===== src/rtl/shift_right_seq.sv =====
// Multi-cycle right shifter for SRL/SRA: one bit per clock, logical or arithmetic fill.
// Result is registered separately so data_out never exposes partial shifts.
module shift_right_seq #(
  parameter int N  = 16,
  parameter int SW = 5
) (
  input  logic          clk,
  input  logic          rst_n,
  input  logic          start,
  input  logic          arith,
  input  logic [N-1:0]  data_in,
  input  logic [SW-1:0] shamt,
  output logic          busy,
  output logic          done,
  output logic [N-1:0]  data_out
);
  localparam int CW = $clog2(N + 1);

  typedef enum logic [1:0] {IDLE, SHIFT, DONE} state_e;

  state_e        state_q, state_d;
  logic [N-1:0]  work_q, work_d;
  logic [N-1:0]  dout_q, dout_d;
  logic          arith_q, arith_d;
  logic [CW-1:0] cnt_q, cnt_d;
  logic [CW-1:0] amt;
  logic [N-1:0]  shifted;
  logic          accept;

  // Amounts at or beyond the width saturate to N single-bit steps.
  assign amt     = (32'(shamt) >= N) ? CW'(N) : CW'(shamt);
  assign accept  = start && (state_q != SHIFT);
  assign shifted = {arith_q & work_q[N-1], work_q[N-1:1]};

  always_ff @(posedge clk or negedge rst_n) begin
    if (!rst_n) begin
      state_q <= IDLE;
      work_q  <= '0;
      dout_q  <= '0;
      arith_q <= 1'b0;
      cnt_q   <= '0;
    end else begin
      state_q <= state_d;
      work_q  <= work_d;
      dout_q  <= dout_d;
      arith_q <= arith_d;
      cnt_q   <= cnt_d;
    end
  end

  always_comb begin
    state_d = state_q;
    work_d  = work_q;
    dout_d  = dout_q;
    arith_d = arith_q;
    cnt_d   = cnt_q;
    if (accept) begin
      work_d  = data_in;
      arith_d = arith;
      cnt_d   = amt;
      if (amt == '0) begin
        dout_d  = data_in;
        state_d = DONE;
      end else begin
        state_d = SHIFT;
      end
    end else begin
      case (state_q)
        SHIFT: begin
          work_d = shifted;
          cnt_d  = cnt_q - 1'b1;
          if (cnt_q == CW'(1)) begin
            dout_d  = shifted;
            state_d = DONE;
          end
        end
        DONE:    state_d = IDLE;
        default: state_d = state_q;
      endcase
    end
  end

  assign busy     = (state_q == SHIFT);
  assign done     = (state_q == DONE);
  assign data_out = dout_q;

endmodule


===== config.mk =====
export PLATFORM = sky130hd
export DESIGN_NAME = shift_right_seq
export DESIGN_NICKNAME = d
export VERILOG_FILES = /design/src/rtl/shift_right_seq.sv
export SDC_FILE = /design/constraint.sdc
export NUM_CORES = 1
export LEC_CHECK = 0
export CAP_MARGIN = 25
export CORE_AREA = 2 2 64 66
export CTS_BUF_LIST = sky130_fd_sc_hd__clkbuf_16
export DETAILED_ROUTE_END_ITERATION = 16
export DIE_AREA = 0 0 66 68
export PLACE_DENSITY_LB_ADDON = 0.25
export SYNTH_ARGS = -nofsm -noshare
export SYNTH_HDL_FRONTEND = slang
export SYNTH_SLANG_ARGS = --single-unit

===== constraint.sdc =====
create_clock -name clk -period 3.35 [get_ports clk]
set_input_delay 0.67 -clock clk [delete_from_list [all_inputs] [get_ports clk]]
set_output_delay 0.67 -clock clk [all_outputs]
set_load 0.05 [all_outputs]

# Yosys cells after proc, flatten, opt, wreduce, memory -nomap -nowiden
# Index checks and enable logic that the tools add are counted.
dict set report op_classes {
  mux 13
  eq_ne 6
  n_bitwise 1
  n_lt_le_gt_ge 1
  addsub 1
  n_reduce_logical 7
}
# op n
set op_table {}
lappend op_table {{2-to-1 mux 16 bit} 6}
lappend op_table {{2-to-1 mux 5 bit} 3}
lappend op_table {{2-to-1 mux 2 bit} 3}
lappend op_table {{== test 5 x 1 -> 1 bit, second input constant} 1}
lappend op_table {{greater-or-equal comparator 5 bit, second input constant} 1}
lappend op_table {{zero test 5 bit} 1}
lappend op_table {{subtractor 5 x 1 -> 5 bit, second input constant} 1}
lappend op_table {{inequality test 2 x 1 -> 1 bit, second input constant} 2}
lappend op_table {{one-hot mux 2 bit (2 select lines)} 1}
lappend op_table {{nonzero test 2 bit} 2}
lappend op_table {{inequality test 3 x 1 -> 1 bit, second input constant} 1}
lappend op_table {{AND reduction 3 bit} 1}
lappend op_table {{nonzero test 3 bit} 1}
lappend op_table {{== test 2 x 1 -> 1 bit, second input constant} 1}
lappend op_table {{== test 2 bit, second input constant} 1}
lappend op_table {{AND reduction 2 bit} 1}
lappend op_table {{AND 1 bit} 1}
lappend op_table {{logical AND 1 bit} 1}
dict set report word_totals {
  regBits 40
  word_cells 34
  in_bits 25
  out_inout_bits 18
}

# Depth between registers and ports, before layout
dict set report depth {
  ltp_word 5
  depth_mapped 9
  mapped_depth_nobuf 6
}

# Worst setup path before layout
# Ideal clock, no wire load.
dict set report synth_timing {
  path_type {input to register}
  startpoint {input port shamt[1]}
  endpoint {register dout_q[10] (netlist: data_out[10])}
  slack_ns 1.099
  t_arrival_ns 2.178
  required_time_ns 3.277
  setup_ns 0.073
  n_path_buf 3
  stages 7
  path_cell_list {or4_4 > or3_1 > buf_6 > and2_4 > buf_6 > buf_12 > a21oi_2}
}
dict set report synth_via {
  elab_chain_cells 5
}
# item line
set synth_rtl {}
lappend synth_rtl {{from (decl)} 12} ;# input logic [SW-1:0] shamt,
lappend synth_rtl {{greater-or-equal comparator 5 bit} 31} ;# assign amt = (32'(shamt) >= N) ? CW'(N) : CW'(shamt);
lappend synth_rtl {{2-to-1 mux 5 bit *} 31}
lappend synth_rtl {{zero test 5 bit *} 61} ;# if (amt == '0) begin
lappend synth_rtl {{inequality test 2 x 1 -> 1 bit (no source line) *} n/a}
lappend synth_rtl {{AND reduction 3 bit (no source line) *} n/a}
lappend synth_rtl {{to (signal assigned)} 45} ;# dout_q <= dout_d;
lappend synth_rtl {{to (decl)} 23} ;# logic [N-1:0] dout_q, dout_d;
# Every way passes the cells marked *; elsewhere a longest branch is shown, timed or not.
# A chain may end at the register's enable or synchronous reset.

# Worst setup path after layout
dict set report layout_timing {
  startpoint {input port shamt[1]}
  endpoint {register dout_q[6] (netlist: data_out[6])}
}
# The elaborated chain is that of the path after synthesis.

==> flow_summary.yaml <==
floorplan:
  io_pins: 43
  die_h_um: 68
  fp.dieW_um: 66
  fp.coreArea_um2: 3860
  row_count: 23
  initial_core_util_pct: 51.1
  dieArea_um2: 4490
placement:
  dpl_worst_slack_ps: 581
  post-dp-hpwl_um: 2690
  routabilityCongestion: 0.774
  place_inst: 283
  place.port_buffers: 42
clock_tree:
  cts-resized-gates: 0
  clock_latency_ps: 280
  htree_levels: 2
  cts_tree: "done"
  cts-buffers-inserted: 5
  cts_buffer_depth: 2
  clockRootBuffer: "clkbuf_16"
  cts_sinks: 39
  clk_pin_slew_worst_paths_ps: 60
  postCtsSetupRepairBufs: 0
  cts_hold_buffers: 0
global_route:
  grt_max_degree: 40
  grt_usage_pct: 19.8
  antenna_found_initial: 0
  grt_pass1_wl_um: 6580
  first_global_vias: 1415
  grt-ovfl-total: 0
cells_and_area:
  final_cell_mix: "clkdlybuf4s50_1, dfrtp_1, inv_1, nand2_1, o22ai_1"
  syn2layout_area_growth_pct: 28.4
  antennaDiodeCount: 0
  multi_input_area_um2: 832
  nets: 269
  seq_area_um2: 976
  fillCellCount: 321
  fin_cells: 291
  final_common_cell: "clkdlybuf4s50_1"
  drive_gt1_share_pct: 10.4
  utilization_pct: 65.6
sta:
  min_period_over_period_pct: 74.1
  clock.fmax_ghz: 0.403
  slew_viol_final: 0
  finalSetupTns_ps: 0
  setup_ws_ps: 867
  post-route-min-period_ps: 2480
  rsz0062_at_grt: "no"
  setup_violations: 0
  finClkSkew_ps: 7.71
  worstMarginPinSlew_ps: 831
  hold_viol_final: 0
  relSlewSlack_pct: 44.6
drt:
  drtIter0Drc: 109
  ant_nets: 0
  viasPerCell: 5.26
  wl_per_cell_um: 13.7
  route.detailed.drc: 0
  via_count: 1532
  top_layer_used: "met4"
  dr.pass1.iters: 4
  wl_met1_um: 1900
  drt-total-wl_um: 3980
  wl_met2_um: 1840
  dr_wl_met3_um: 212
logic_synthesis:
  syn-cell-area_um2: 1970
  syn_area_per_cell_um2: 9.80
  yosys-top-cells-area: "dfrtp_1, mux2i_1, o22ai_1"
  synth_top_area_share_pct: 49.5
  netlist_instances: 201
  yosysTopAreaCell: "dfrtp_1"
  synth_warnings: 0
  ys_seq_area_share_pct: 49.5
  synth_seq_cells: 39
  syn-num-nets: 230
  synth.distinct_cells: 32
worst_setup_path:
  worst-setup-path-type: "primary input to register"
  timing.rr.start: "cnt_q[1]"
  cp.required_ps: 3510
  crit_path_start: "shamt[1]"
  worstPathMaxFanout: 10
  cp-end-kind: "register"
  critical_path_arrival_ps: 2640
  critPathLaunchType: "primary input"
power_and_ir_drop:
  power_density_nw_per_um2: 1040
  vdd_drop_max_mv: 0.662
  p_leak_nw: 1.14
  total_power_w: 0.00262
run:
  max_cap_violations: 0
status:
  status: "finished, final reports clean"
hold_path:
  hp-class: "primary input to async pin"
==> layout make-up <==
class                           count  area share, %
Clock inverter                      3          0.643
Timing Repair Buffer               45           17.2
Sequential cell                    39           38.6
Inverter                           22           3.26
Clock buffer                        5           4.95
Tap cell                           50           2.47
Multi-Input combinational cell    127           32.9
==> per-layer routing <==
layer  track usage [%]  vias up
li1                  -      775
met1              26.3      713
met2              30.9       39
met3              5.59        5
met4              7.40        0
met5                 0        -
==> sequential cells by signal, indices dropped and copies added, names as in the netlist <==
register	flops
arith_q	1
cnt_q	5
data_out	16
state_q	2
work_q	15
==> power breakdown <==
part | switching, W | internal, W | total, W
Combinational | 0.000798 | 0.000483 | 0.00128
Clock | 0.000180 | 0.000271 | 0.000451
Sequential | 0.000172 | 0.000715 | 0.000887
==> critical path, stage by stage <==
cell	delay (ps)
clkdlybuf4s50_1	430
or4_4	540
or3_1	520
buf_4	240
o22ai_1	190
a21oi_2	50
==> metrics by stage <==
stage | hold WS [ps] | cell area, um2
detailed placement | 505 | 2390
CTS | 515 | 2530
finish | 492 | 2530
floorplan | 374 | 1970
global placement | 500 | 2390
global route | 526 | 2530
==> final timing paths <==
path                       cells after the start  slack [ps]           end
max in group asynchronous                      1        2340    work_q[10]
max                                            6         870   data_out[6]
max reg2reg                                    6        1010  data_out[15]
min reg2reg                                    2         510  data_out[13]
min                                            1         490    work_q[13]
min in group clk                               2         510  data_out[13]
==> synth_stat cells <==
cell and number:
nor4b_1 1, a21oi_2 10, nor2b_1 4, inv_1 22, mux2i_1 15, nor3_1 2
a21o_1 1, nand3_1 1, nor2_1 7, a221oi_1 1, or4_4 1, a211oi_1 1
a211oi_2 1, buf_12 1, nand2b_1 1, nand2_1 23, buf_1 2, dfrtp_1 39
clkbuf_1 8, ha_1 4, o21ai_0 15, buf_6 2, o311ai_0 1, a21oi_1 11
and2_4 1, xnor2_1 2, a2bb2oi_1 1, or3_1 1, xor2_1 1, o22ai_1 18
a311oi_1 2, a32o_1 1
==> kinds of logic after synthesis <==
group | synth area share, %
AOI/OAI and AO/OA | 20.9
xor gates and xnor gates | 1.33
adders and majority gates | 2.54
buffers and inverters | 8.25
DFF | 49.5
muxes | 7.62
and+or+nand+nor | 9.84
(Power assumes the default switching activity.)
